## config.mk

```make
export PLATFORM = sky130hd
export DESIGN_NAME = sha3_padder
export DESIGN_NICKNAME = d
export VERILOG_FILES = /design/src/rtl/sha3_padder.sv
export SDC_FILE = /design/constraint.sdc
export NUM_CORES = 1
export LEC_CHECK = 0
export ABC_CLOCK_PERIOD_IN_PS = 27600
export BUFFER_PORTS_ARGS = -buffer_cell sky130_fd_sc_hd__buf_2
export CAP_MARGIN = 20
export CORE_AREA = 2 2 239 241
export CTS_CLUSTER_SIZE = 30
export DETAILED_ROUTE_END_ITERATION = 6
export DIE_AREA = 0 0 241 243
export PLACE_DENSITY = 0.65
export SYNTH_ARGS = -nofsm -noshare
export SYNTH_HDL_FRONTEND = slang
export SYNTH_SLANG_ARGS = --single-unit
```

## constraint.sdc

```tcl
create_clock -name clk -period 27.6 [get_ports clk]
set_input_delay 4.14 -clock clk [delete_from_list [all_inputs] [get_ports clk]]
set_output_delay 4.14 -clock clk [all_outputs]
set_load 0.005 [all_outputs]
```

## src/rtl/sha3_padder.sv

```systemverilog
// -----------------------------------------------------------------------------
// sha3_padder
//
// Packs a byte-oriented message (arriving as 32-bit words, earliest byte in
// in[31:24]) into RATE_WORDS-word rate blocks for the SHA-3 permutation. The
// final block gets multi-rate padding: the domain byte right after the last
// message byte, zero fill, and 0x80 OR'd into the last byte of the block.
//
// Ports
//   clk          clock, all state changes on the rising edge
//   reset        asynchronous, active-high reset
//   in           message word, in[31:24] is the earliest byte
//   in_ready     in / is_last / byte_num valid this cycle
//   is_last      this word ends the message
//   byte_num     valid bytes (0..3, MSB-aligned) in the last word
//   buffer_full  padder cannot take a word this cycle
//   out          assembled block, word 0 in the top 32 bits
//   out_ready    out holds a complete block
//   f_ack        permutation stage has consumed out
// -----------------------------------------------------------------------------
module sha3_padder #(
    parameter logic [7:0] DOMAIN_BYTE = 8'h06,
    parameter int         RATE_WORDS  = 18
) (
    input  logic                      clk,
    input  logic                      reset,
    input  logic [31:0]               in,
    input  logic                      in_ready,
    input  logic                      is_last,
    input  logic [1:0]                byte_num,
    output logic                      buffer_full,
    output logic [32*RATE_WORDS-1:0]  out,
    output logic                      out_ready,
    input  logic                      f_ack
);

    localparam int            CW       = $clog2(RATE_WORDS + 1);
    localparam logic [CW-1:0] LAST_IDX = CW'(RATE_WORDS - 1);

    typedef enum logic [1:0] {ABSORB, PAD, FULL, DONE} state_t;

    state_t          state_reg, state_next;
    logic [CW-1:0]   count_reg, count_next;
    logic            final_reg, final_next;

    logic            write_en;
    logic [31:0]     write_word;
    logic            clear;
    logic [31:0]     last_word;
    logic [31:0]     pad_tail;

    // -------------------------------------------------------------------------
    // State register
    // -------------------------------------------------------------------------
    always_ff @(posedge clk or posedge reset) begin
        if (reset) begin
            state_reg <= ABSORB;
            count_reg <= '0;
            final_reg <= 1'b0;
        end else begin
            state_reg <= state_next;
            count_reg <= count_next;
            final_reg <= final_next;
        end
    end

    // -------------------------------------------------------------------------
    // Next-state logic
    // -------------------------------------------------------------------------
    always_comb begin
        state_next = state_reg;
        case (state_reg)
            ABSORB: begin
                // A word landing on the last index closes the block directly;
                // a short final word still needs zero fill via PAD.
                if (in_ready) begin
                    if (count_reg == LAST_IDX)
                        state_next = FULL;
                    else if (is_last)
                        state_next = PAD;
                end
            end
            PAD: begin
                if (count_reg == LAST_IDX)
                    state_next = FULL;
            end
            FULL: begin
                if (f_ack)
                    state_next = final_reg ? DONE : ABSORB;
            end
            default: begin
                // DONE is terminal until reset
            end
        endcase
    end

    // -------------------------------------------------------------------------
    // Output logic: depends on state only, never on in_ready
    // -------------------------------------------------------------------------
    always_comb begin
        buffer_full = (state_reg != ABSORB);
        out_ready   = (state_reg == FULL);
    end

    // -------------------------------------------------------------------------
    // Final-word formation: keep the valid leading bytes, append the domain
    // byte, drop whatever junk sits below it.
    // -------------------------------------------------------------------------
    always_comb begin
        case (byte_num)
            2'd0:    last_word = {DOMAIN_BYTE, 24'h0};
            2'd1:    last_word = {in[31:24], DOMAIN_BYTE, 16'h0};
            2'd2:    last_word = {in[31:16], DOMAIN_BYTE, 8'h0};
            default: last_word = {in[31:8], DOMAIN_BYTE};
        endcase
    end

    // The closing 0x80 belongs to whichever final-block word lands last.
    assign pad_tail = (count_reg == LAST_IDX) ? 32'h0000_0080 : 32'h0;

    // -------------------------------------------------------------------------
    // Datapath control: what gets written at the current index this cycle
    // -------------------------------------------------------------------------
    always_comb begin
        write_en   = 1'b0;
        write_word = '0;
        clear      = 1'b0;
        count_next = count_reg;
        final_next = final_reg;
        case (state_reg)
            ABSORB: begin
                if (in_ready) begin
                    write_en   = 1'b1;
                    count_next = count_reg + CW'(1);
                    if (is_last) begin
                        final_next = 1'b1;
                        write_word = last_word | pad_tail;
                    end else begin
                        write_word = in;
                    end
                end
            end
            PAD: begin
                write_en   = 1'b1;
                write_word = pad_tail;
                count_next = count_reg + CW'(1);
            end
            FULL: begin
                if (f_ack) begin
                    clear      = 1'b1;
                    count_next = '0;
                end
            end
            default: begin
            end
        endcase
    end

    // -------------------------------------------------------------------------
    // Block storage: one register per rate word, selected by the word index
    // -------------------------------------------------------------------------
    for (genvar gi = 0; gi < RATE_WORDS; gi++) begin : g_word
        logic [31:0] word_reg;

        always_ff @(posedge clk or posedge reset) begin
            if (reset)
                word_reg <= '0;
            else if (clear)
                word_reg <= '0;
            else if (write_en && (count_reg == CW'(gi)))
                word_reg <= write_word;
        end

        assign out[32*(RATE_WORDS-gi)-1 -: 32] = word_reg;
    end

endmodule

```

==> flow_metrics.tcl <==
set metrics [dict create \
    status "complete, no violations" \
    nNetsFinal 2503 \
    path_buf_inv 5 \
    critPathTopFamily "buffers and inverters" \
    htree_num_levels 2 \
    post_cts_buffers 0 \
    pwr-share-clk_pct 25.0 \
    numCtsBuffers 60 \
    ios 617 \
    cts_resized 0 \
    worstPathCellList "buf_2 > inv_8 > buf_4 > buf_4 > buf_4" \
    dp_hpwl_um 49400 \
    fin_crit_ps 6700 \
    comb_power_share_pct 32.8 \
    netlist_area_um2 22100 \
    period_share_pct 24.3 \
    maxCapViolCount 0 \
    wl_per_cell_um 21.4 \
    cts_tree "done" \
    switching_share_pct 36.1 \
    max_freq_ghz 0.149 \
    clock_sinks 584 \
    grt_overflow 0 \
    clk_latency_ps 610 \
    routed_wl_um 69700 \
    die_area_um2 58600 \
    ys_seq_elements 584 \
    rsz0062_at_grt "false" \
    finalHoldViolCount 0 \
    dieWidth_um 241 \
    cp.arrival_ps 7350 \
    drc_errors 0 \
    slowest_delay_ps 850 \
    synth_ff_type "dfrtp_1" \
    startpoint_type "input pin" \
    hold_class "register to register" \
    maxSlewViolCount 0 \
    power_density_nw_per_um2 117 \
    cp_max_fo 117 \
    port_buffers 616 \
    skew_ps 20.1 \
    initial_core_util_pct 39.6 \
    p_leak_nw 14.7 \
    synth_fp_nets 1935 \
    seq_area_frac_synth_pct 66.0 \
    clkTransAtPathRegs_ps 60 \
    place_congestion 0.792 \
    layout_common_cells "buf_2, dfrtp_1, nand2_1" \
    ctsHoldBuffers 0 \
    hold_ws_ps 472 \
    crit_required_ps 28250 \
    post_route_cells_drive_above_1_share_pct 36.9 \
    clock_path_buffers 3 \
    grt_max_degree 118 \
    syn_inst 1887 \
    synth.distinct_cells 53 \
    synth_edf_count 0 \
    setup_slack_ps 20900 \
    pre_cts_slack_ps 20080 \
    via_count 16517 \
    antenna_found_initial 2 \
    setup_viol 0 \
    dieHeight_um 243 \
    first_iter_violations 986 \
    seqPwrFrac_pct 42.2 \
    areaGrowthSynthToFinish_pct 24.7 \
    endpoint_kind "asynchronous set/reset pin" \
    root_buffer "clkbuf_16" \
    rows 87 \
    crit_top_cell "buf_4" \
    grt_pass1_wl_um 104000 \
    track_usage_pct 23.4 \
    power.switching_mw 1.17 \
    power.internal_mw 2.06 \
    relSlewSlack_pct 25.7 \
    syn_area_per_cell_um2 11.7 \
    viasPerCell 5.07 \
    drtAntennaViolNets 0 \
    worstSetupPathType "input pin to asynchronous set/reset pin" \
    largest_reg_flops 576 \
    utilization_pct 49.3 \
    ys_async_sr_fraction_pct 100 \
    yosysWarnings 0 \
    grt_pass1_vias 16355 \
    tns_ps 0 \
    ir_drop_uv 59.4 \
    final_common_cell "buf_2" \
    worst_pin_slew_ps 1110 \
    finalPower_mw 3.23 \
    cpMaxStageDelayCell "buf_4" \
    coreArea_um2 56000 \
    drt-pass1-iter-count 5 \
]
[routing by layer]
| layer | track usage, % | wire (um) | vias to the layer above |
|---|---|---|---|
| li1 | - | - | 7475 |
| met1 | 30.0 | 28400 | 8324 |
| met2 | 38.9 | 34000 | 575 |
| met3 | 5.12 | 4820 | 141 |
| met4 | 8.39 | 2520 | 2 |
| met5 | 0 | 13 | - |
[power groups by stage]
stage | combinational (mW) | clock (mW) | sequential [mW]
after detailed placement | 1.07 | 0 | 1.37
after CTS | 1.07 | 0.826 | 1.36
after global placement | 1.05 | 0 | 1.35
final | 1.06 | 0.808 | 1.36
after global routing | 1.17 | 0.856 | 1.40
after floorplan | 0.506 | 0 | 1.38
[Yosys cell counts, types with 3 or more instances]
cell      instances  area share [%]
a21oi_1           3           0.068
o21ai_1          48             1.1
nand2_1         458             7.8
and4bb_2          3            0.17
a21oi_4           5            0.37
dfrtp_1         584              66
buf_6            26             1.3
buf_2            39            0.88
o21ai_0         395             8.9
clkbuf_1         44            0.75
ha_1              9            0.51
and2_1           23            0.65
buf_4             7            0.24
mux2_2          134             6.8
inv_1            12            0.20
nor3_4            3            0.22
clkbuf_2         21            0.47
a41oi_4           4            0.50
o21a_1            9            0.31
and3_1            3           0.085
a41oi_2           3            0.22
nor2_1            4           0.068
mux2_1            9            0.46
a22o_1            3            0.12
[path summary, 6_finish.rpt]
kind                                                     from                                   to  slack (ps)  cells after the start
min reg2reg                g_word[4].word_reg[15]$_DFFE_PP0P_   g_word[4].word_reg[15]$_DFFE_PP0P_         470                      2
min in group asynchronous                               reset  g_word[13].word_reg[21]$_DFFE_PP0P_        3650                      2
max                                                     reset   g_word[10].word_reg[5]$_DFFE_PP0P_       20900                      5
min                        g_word[4].word_reg[15]$_DFFE_PP0P_   g_word[4].word_reg[15]$_DFFE_PP0P_         470                      2
max in group clk                     state_reg[0]$_DFFE_PP0P_                          buffer_full       21650                      4
max reg2reg                          state_reg[0]$_DFFE_PP0P_   g_word[9].word_reg[28]$_DFFE_PP0P_       24630                      6
[worst reg2reg max path: cells and delay by family, from the launching register on]
family	cells	cell delay (ps)
simple gates	3	1710
compound gates	1	390
flops	1	370
fa+ha+maj	1	300
buf+inv	1	90
[layout make-up]
type / count / area (um^2)
Inverter: 13 / 56.3
Timing Repair Buffer: 646 / 3330
Tap cell: 756 / 946
Antenna cell: 3 / 7.51
Clock buffer: 85 / 1780
Clock inverter: 24 / 203
Fill cell: 5169 / 28300
Multi-Input combinational cell: 1150 / 6680
Sequential cell: 584 / 14600
[stage by stage]
stage | std cells | area, um^2
floorplan | 1887 | 22100
finish | 3261 | 27600
CTS | 3257 | 27600
detailed placement | 3148 | 25600
global placement | 3146 | 25600
global route | 3259 | 27600
[kinds of logic after synthesis]
logic type	Yosys count	share of synthesized area [%]
AOI/OAI and AO/OA	486	12.4
and+or+nand+nor	511	9.62
buffers and inverters	153	4.13
muxes	144	7.32
adders and majority gates	9	0.509
DFF	584	66.0
(Power assumes the default switching activity.)
